==> src/rtl/alu_arbiter.sv <==
// Round-robin front end sharing one registered ALU between R0 and R1; response ALU_LAT+2 cycles after accept (error ops: 1 cycle).
// One op in flight: requests are refused while busy, and a response holds until its owner asserts rsp_ready.
module alu_arbiter #(
    parameter int WIDTH   = 16,
    parameter int ALU_LAT = 1,
    parameter int CNT_W   = 16
) (
    input  logic             clk,
    input  logic             rst,
    input  logic             r0_valid,
    output logic             r0_ready,
    input  logic [2:0]       r0_op,
    input  logic [WIDTH-1:0] r0_a,
    input  logic [WIDTH-1:0] r0_b,
    output logic             r0_rsp_valid,
    input  logic             r0_rsp_ready,
    input  logic             r1_valid,
    output logic             r1_ready,
    input  logic [2:0]       r1_op,
    input  logic [WIDTH-1:0] r1_a,
    input  logic [WIDTH-1:0] r1_b,
    output logic             r1_rsp_valid,
    input  logic             r1_rsp_ready,
    output logic [WIDTH-1:0] rsp_data,
    output logic             rsp_zero,
    output logic             rsp_err,
    output logic [2:0]       alu_op,
    output logic [WIDTH-1:0] alu_in1,
    output logic [WIDTH-1:0] alu_in2,
    input  logic [WIDTH-1:0] alu_result,
    output logic             busy,
    output logic [CNT_W-1:0] op_count
);

    localparam int LAT_W = $clog2(ALU_LAT + 1);

    typedef enum logic [1:0] {IDLE, ISSUE, WAIT, RESP} state_t;

    state_t           state_q, state_d;
    logic             last_q, last_d;
    logic             owner_q, owner_d;
    logic [LAT_W-1:0] cnt_q, cnt_d;
    logic [2:0]       alu_op_q, alu_op_d;
    logic [WIDTH-1:0] in1_q, in1_d, in2_q, in2_d;
    logic [WIDTH-1:0] rsp_data_q, rsp_data_d;
    logic             rsp_zero_q, rsp_zero_d;
    logic             rsp_err_q, rsp_err_d;
    logic             rsp0_vld_q, rsp0_vld_d, rsp1_vld_q, rsp1_vld_d;
    logic [CNT_W-1:0] op_count_q, op_count_d;

    logic             gnt0, gnt1;
    logic [2:0]       sel_op;
    logic [WIDTH-1:0] sel_a, sel_b;
    logic             bad_op;
    logic             owner_rdy;

    // last_q=1 means R1 won the previous contested or uncontested grant
    assign gnt1   = (state_q == IDLE) && r1_valid && (!r0_valid || !last_q);
    assign gnt0   = (state_q == IDLE) && r0_valid && !gnt1;
    assign sel_op = gnt1 ? r1_op : r0_op;
    assign sel_a  = gnt1 ? r1_a  : r0_a;
    assign sel_b  = gnt1 ? r1_b  : r0_b;
    assign bad_op = (sel_op == 3'd0) ||
                    (((sel_op == 3'd4) || (sel_op == 3'd5)) && (sel_b == '0));
    assign owner_rdy = owner_q ? r1_rsp_ready : r0_rsp_ready;

    always_comb begin
        state_d    = state_q;
        last_d     = last_q;
        owner_d    = owner_q;
        cnt_d      = cnt_q;
        alu_op_d   = alu_op_q;
        in1_d      = in1_q;
        in2_d      = in2_q;
        rsp_data_d = rsp_data_q;
        rsp_zero_d = rsp_zero_q;
        rsp_err_d  = rsp_err_q;
        rsp0_vld_d = rsp0_vld_q;
        rsp1_vld_d = rsp1_vld_q;
        op_count_d = op_count_q;
        case (state_q)
            IDLE: begin
                if (gnt0 || gnt1) begin
                    owner_d = gnt1;
                    last_d  = gnt1;
                    if (bad_op) begin
                        rsp_err_d  = 1'b1;
                        rsp_data_d = '0;
                        rsp_zero_d = 1'b0;
                        rsp0_vld_d = gnt0;
                        rsp1_vld_d = gnt1;
                        state_d    = RESP;
                    end else begin
                        alu_op_d = sel_op;
                        in1_d    = sel_a;
                        in2_d    = sel_b;
                        state_d  = ISSUE;
                    end
                end
            end
            ISSUE: begin
                alu_op_d = 3'd0;
                cnt_d    = LAT_W'(ALU_LAT);
                state_d  = WAIT;
            end
            WAIT: begin
                cnt_d = cnt_q - LAT_W'(1);
                if (cnt_q == LAT_W'(1)) begin
                    rsp_data_d = alu_result;
                    rsp_zero_d = (alu_result == '0);
                    rsp_err_d  = 1'b0;
                    rsp0_vld_d = !owner_q;
                    rsp1_vld_d = owner_q;
                    state_d    = RESP;
                end
            end
            RESP: begin
                if (owner_rdy) begin
                    rsp0_vld_d = 1'b0;
                    rsp1_vld_d = 1'b0;
                    op_count_d = op_count_q + CNT_W'(1);
                    state_d    = IDLE;
                end
            end
            default: state_d = IDLE;
        endcase
    end

    always_ff @(posedge clk) begin
        if (rst) begin
            state_q    <= IDLE;
            last_q     <= 1'b1;
            owner_q    <= 1'b0;
            cnt_q      <= '0;
            alu_op_q   <= 3'd0;
            in1_q      <= '0;
            in2_q      <= '0;
            rsp_data_q <= '0;
            rsp_zero_q <= 1'b0;
            rsp_err_q  <= 1'b0;
            rsp0_vld_q <= 1'b0;
            rsp1_vld_q <= 1'b0;
            op_count_q <= '0;
        end else begin
            state_q    <= state_d;
            last_q     <= last_d;
            owner_q    <= owner_d;
            cnt_q      <= cnt_d;
            alu_op_q   <= alu_op_d;
            in1_q      <= in1_d;
            in2_q      <= in2_d;
            rsp_data_q <= rsp_data_d;
            rsp_zero_q <= rsp_zero_d;
            rsp_err_q  <= rsp_err_d;
            rsp0_vld_q <= rsp0_vld_d;
            rsp1_vld_q <= rsp1_vld_d;
            op_count_q <= op_count_d;
        end
    end

    assign r0_ready     = gnt0;
    assign r1_ready     = gnt1;
    assign r0_rsp_valid = rsp0_vld_q;
    assign r1_rsp_valid = rsp1_vld_q;
    assign rsp_data     = rsp_data_q;
    assign rsp_zero     = rsp_zero_q;
    assign rsp_err      = rsp_err_q;
    assign alu_op       = alu_op_q;
    assign alu_in1      = in1_q;
    assign alu_in2      = in2_q;
    assign busy         = (state_q != IDLE);
    assign op_count     = op_count_q;

endmodule

==> config.mk <==
export PLATFORM = sky130hd
export DESIGN_NAME = alu_arbiter
export DESIGN_NICKNAME = d
export VERILOG_FILES = /design/src/rtl/alu_arbiter.sv
export SDC_FILE = /design/constraint.sdc
export NUM_CORES = 1
export LEC_CHECK = 0
export ABC_CLOCK_PERIOD_IN_PS = 3250
export BUFFER_PORTS_ARGS = -buffer_cell sky130_fd_sc_hd__buf_2
export CORE_ASPECT_RATIO = 1.75
export CORE_UTILIZATION = 49
export DETAILED_ROUTE_END_ITERATION = 8
export PLACE_DENSITY = 0.89
export SYNTH_ARGS = -nofsm -noshare
export SYNTH_HDL_FRONTEND = slang
export SYNTH_SLANG_ARGS = --single-unit
export TNS_END_PERCENT = 10
==> constraint.sdc <==
create_clock -name clk -period 3.25 [get_ports clk]
set_input_delay 0.1625 -clock clk [delete_from_list [all_inputs] [get_ports clk]]
set_output_delay 0.1625 -clock clk [all_outputs]
set_load 0.01 [all_outputs]
# Yosys cells after proc, flatten, opt, wreduce, memory -nomap -nowiden
# Cells that the tools add are included.
# word_totals
wordCells	89
ram_bits	0
latch_bits	0
rom_bits	0
mem_count	0
output_inout_bits	74
register_bits	76
input_bits	92
# classes
add_sub_neg	2
div	0
eq_ne	10
n_mul	0
muxes	34
n_reduce_logical	29
n_lt_le_gt_ge	0
bitwise	1
shifts	0
# ops
cell	count
16-bit 2-to-1 mux	5
16-bit zero test	2
16-bit case mux with 2 select lines	1
16-bit by 1-bit adder with 16-bit output, second input constant	1
1-bit 2-to-1 mux	14
3-bit 2-to-1 mux	3
3-bit AND reduction	3
2-bit 2-to-1 mux	4
2-bit inequality test, second input constant	4
2-bit case mux with 4 select lines	1
2-bit nonzero test	4
3-bit == test, second input constant	2
1-bit case mux with 2 select lines	3
1-bit case mux with 3 select lines	2
3-bit case mux with 2 select lines	1
1-bit logical AND	5
5-bit AND reduction	1
2-bit == test, second input constant	2
1-bit zero test	4
1-bit logical OR	4
2-bit AND reduction	2
4-bit AND reduction	1
3-bit zero test	1
3-bit nonzero test	1
other kinds (5)	5

# Logic depth before layout (Yosys ltp)
# depth
word_depth	11
ltp_mapped	11

# Worst setup path before layout
# No wires, ideal clock.
# synth_path
path_type	register to register
from	register state_q[0]
to	register in2_q[1], in the netlist alu_in2[1]
required_time_ps	3161
path_stages_with_launch	12
slack_ps	938
synth_period_minus_slack_ps	2312
setup_ps	89
t_arrival_ps	2223
path_cell_list	dfxtp_1 -> inv_1 -> ha_1 -> nand2_1 -> a21o_4 -> inv_2 -> nor3_1 -> o31ai_2 -> and3_1 -> buf_2 -> buf_4 -> a311oi_2
# synth_between
elab_chain_len	10
# synth_rtl
item	line_no	text
start: declaration	39	state_t state_q, state_d;
start signal: assignment	145	state_q <= state_d;
2-bit zero test (*)	58, 59, 81	
1-bit logical AND (2 in series)	58	assign gnt1 = (state_q == IDLE) && r1_valid && (!r0_valid || !last_q);
3-bit 2-to-1 mux	60	assign sel_op = gnt1 ? r1_op : r0_op;
3-bit == test	64	(((sel_op == 3'd4) || (sel_op == 3'd5)) && (sel_b == '0));
1-bit logical OR	64	
1-bit logical AND	64	
1-bit logical OR	63	assign bad_op = (sel_op == 3'd0) ||
1-bit NOT (no source line)	n/a	
3-bit AND reduction (no source line)	n/a	
end signal: assignment	151	in2_q <= in2_d;
end: declaration	44	logic [WIDTH-1:0] in1_q, in1_d, in2_q, in2_d;
# Mark *: on every way between the ends. The rest lies on a longest branch, timed or not.
# A chain may end at the register's enable or synchronous reset.

# Worst setup path in the final report
# layout_path
from	register state_q[0]
to	register rsp_data_q[1], in the netlist rsp_data[1]
# layout_between
elab_chain_len	10
# layout_rtl
item	line_no	text
2-bit zero test	58, 59, 81	
1-bit logical AND (2 in series)	58	
3-bit 2-to-1 mux	60	
3-bit == test	64	
1-bit logical OR	64	
1-bit logical AND	64	
1-bit logical OR	63	
2-bit inequality test (no source line)	n/a	
4-bit AND reduction (no source line)	n/a	
end signal: assignment	152	rsp_data_q <= rsp_data_d;
end: declaration	45	logic [WIDTH-1:0] rsp_data_q, rsp_data_d;
# Parallel ways exist; a longest one is shown, timed or not.

==> impl_metrics.env <==
export IMPL_dieArea_um2=8634
export IMPL_die_h_um=122.2
export IMPL_gp_congestion=0.8508
export IMPL_final_area_um2=5174
export IMPL_cp_required_ps=3500
export IMPL_synth_cell_types=51
export IMPL_io_pins=166
export IMPL_dr_pass1_iters=9
export IMPL_cts_hold_buffers_added=0
export IMPL_antenna_found_initial=0
export IMPL_finalSetupViolations=0
export IMPL_synth_nets=562
export IMPL_grt_overflow=0
export IMPL_dp_hpwl_um=8442
export IMPL_antenna_left=0
export IMPL_maxCapViolations=0
export IMPL_routed_wl_um=12110
export IMPL_cts_num_sinks=76
export IMPL_crit_chain="inv_1, ha_1, nand2_1, a21o_4, inv_2, nor3_1, or3_1, nand4_1, a31oi_1"
export IMPL_crit_path_max_fanout=19
export IMPL_cp_slowest_cell="nor3_1"
export IMPL_final_cell_mix="buf_2 (165), dfxtp_1 (76), nand2_1 (75), a31oi_1 (49), nor2_1 (32)"
export IMPL_ys_seq_area_frac=0.3762
export IMPL_initial_core_util=0.5079
export IMPL_outcome="finished with violations"
export IMPL_remaining_drc_errors=22
export IMPL_clk_latency_ps=340
export IMPL_stdcell_count=704
export IMPL_synth_main_ff_cell="dfxtp_1"
export IMPL_violations="DRC"
export IMPL_fin_skew_ps=4.959
export IMPL_grt_pass1_wl_um=19230
export IMPL_p_leak_nw=2.199
export IMPL_place_inst=688
export IMPL_routed_via_density=6.280
export IMPL_powerDensity_nw_per_um2=775.3
export IMPL_setup_tns_ps=0
export IMPL_synth_area_per_cell_um2=8.715
export IMPL_hp_class="in2reg"
export IMPL_synth_enable_flop_cells=0
export IMPL_netlist_instances=464
export IMPL_fmax_mhz=357.0
export IMPL_postCtsResizedCells=0
export IMPL_synth_area_um2=4044
export IMPL_worst_slew_pin_slew_ps=1243
export IMPL_drive_gt1_frac=0.3746
export IMPL_min_period_ps=2801
export IMPL_htreeDepth=3
export IMPL_slew_headroom=0.1659
export IMPL_period_share=0.8619
export IMPL_path_clk_slew_ps=60
export IMPL_slew_viol_final=0
export IMPL_diodes=0
export IMPL_clockBufferDepth=2
export IMPL_grt_max_degree=47
export IMPL_post_cts_buffers=0
export IMPL_io_buffers=165
export IMPL_area_growth_syn_to_layout_pct=27.94
export IMPL_critPathLaunchType="flip-flop"
export IMPL_drtIter0Drc=264
export IMPL_finalPower_mw=4.011
export IMPL_cts_tree="done"
export IMPL_place_area_um2=4871
export IMPL_cp_arrival_ps=3050
export IMPL_rows=43
export IMPL_coreArea_um2=7963
export IMPL_num_vias=4421
export IMPL_worst_setup_path_type="reg2reg"
export IMPL_yosys_warnings=0
export IMPL_grt_total_usage=0.2809
export IMPL_avgRoutedWirePerCell_um=17.20
export IMPL_rsz0062_at_grt="false"
export IMPL_clockRootBuffer="clkbuf_16"
export IMPL_critical_path_max_stage_delay_ps=610
export IMPL_grt_pass1_vias=4100
export IMPL_nets=707
export IMPL_synthArstFlopShare=0
export IMPL_cts_buffers=9
export IMPL_ir_drop_v=0.0003761
export IMPL_layout_commonest_cell="buf_2"
export IMPL_final_hold_violation_count=0
export IMPL_die_x_um=70.67
export IMPL_ys_seq_elements=76
export IMPL_cp_end_kind="flip-flop"
-- flip-flops by register name, summed over array words and instances (netlist names) --
register and flops:
state_q 2, owner_q 1, cnt_q 1, rsp_data 16
r0_rsp_valid 1, alu_op 3, r1_rsp_valid 1, alu_in1 16
rsp_err 1, alu_in2 16, rsp_zero 1, last_q 1
op_count 16
-- where the power goes --
group	switching [mW]	internal (mW)	leakage [nW]
clock	0.378	0.630	0.155
combinational	1.07	0.650	1.42
sequential	0.136	1.15	0.622
total	1.58	2.43	2.20
-- critical path: cells and delay by family, from the launching register on --
family / cells / cell delay, ps
AO/OA/AOI/OAI: 2 / 460
adder cells (fa/ha/maj): 1 / 230
AND/OR/NAND/NOR: 4 / 1480
buffers and inverters: 2 / 170
flip-flops: 1 / 360
-- Yosys cell counts (7+ instances only) --
| library cell | count | share of area |
|---|---|---|
| a31oi_1 | 49 | 0.076 |
| a22oi_1 | 17 | 0.032 |
| nand2_1 | 75 | 0.070 |
| nor4_1 | 9 | 0.014 |
| a21oi_1 | 8 | 0.0099 |
| o21ai_0 | 17 | 0.021 |
| clkbuf_1 | 25 | 0.023 |
| dfxtp_1 | 76 | 0.38 |
| nand4_1 | 25 | 0.039 |
| nand3_1 | 7 | 0.0087 |
| nor2_1 | 32 | 0.030 |
| xor2_1 | 8 | 0.017 |
| a311oi_2 | 30 | 0.11 |
-- per-stage QoR --
stage            util  worst slack [ps]  hold WS, ps
2_1_floorplan       -             938.0        322.9
3_3_place_gp   0.6117             663.2        437.7
3_5_place_dp   0.6117             510.2        442.4
4_1_cts        0.6497             462.3        99.06
5_1_grt        0.6497             301.7        110.5
6_report       0.6497             448.9        101.5
-- routing by layer --
metal	wire length (µm)	track usage	part of all wire
met3	760	0.05542	0.063
met5	0	0	0
met1	4595	0.3163	0.38
met4	426	0.1450	0.035
met2	6329	0.4982	0.52
-- cell families after synthesis --
kind of cell,synth area share
mux,0.02197
compound gates,0.2902
buf+inv,0.05631
fa+ha+maj,0.01856
simple gates,0.2064
flops,0.3762
xor+xnor,0.03032
-- worst paths after layout --
kind              start     endpoint  cells past startpoint  slack [ps]
max          state_q[0]  rsp_data[1]                      9         450
min             r1_a[5]   alu_in1[5]                      3         100
max reg2reg  state_q[0]  rsp_data[1]                      9         450
min reg2reg   alu_op[0]    alu_op[0]                      1         470
-- cell type report --
cell class,instances,area (µm²)
Sequential cell,76,1521
Timing Repair Buffer,174,905.9
Clock inverter,5,50.05
Clock buffer,11,252.7
Inverter,7,26.28
Tap cell,90,112.6
Multi-Input combinational cell,341,2305
Fill cell,658,2789
(Power assumes the default switching activity.)
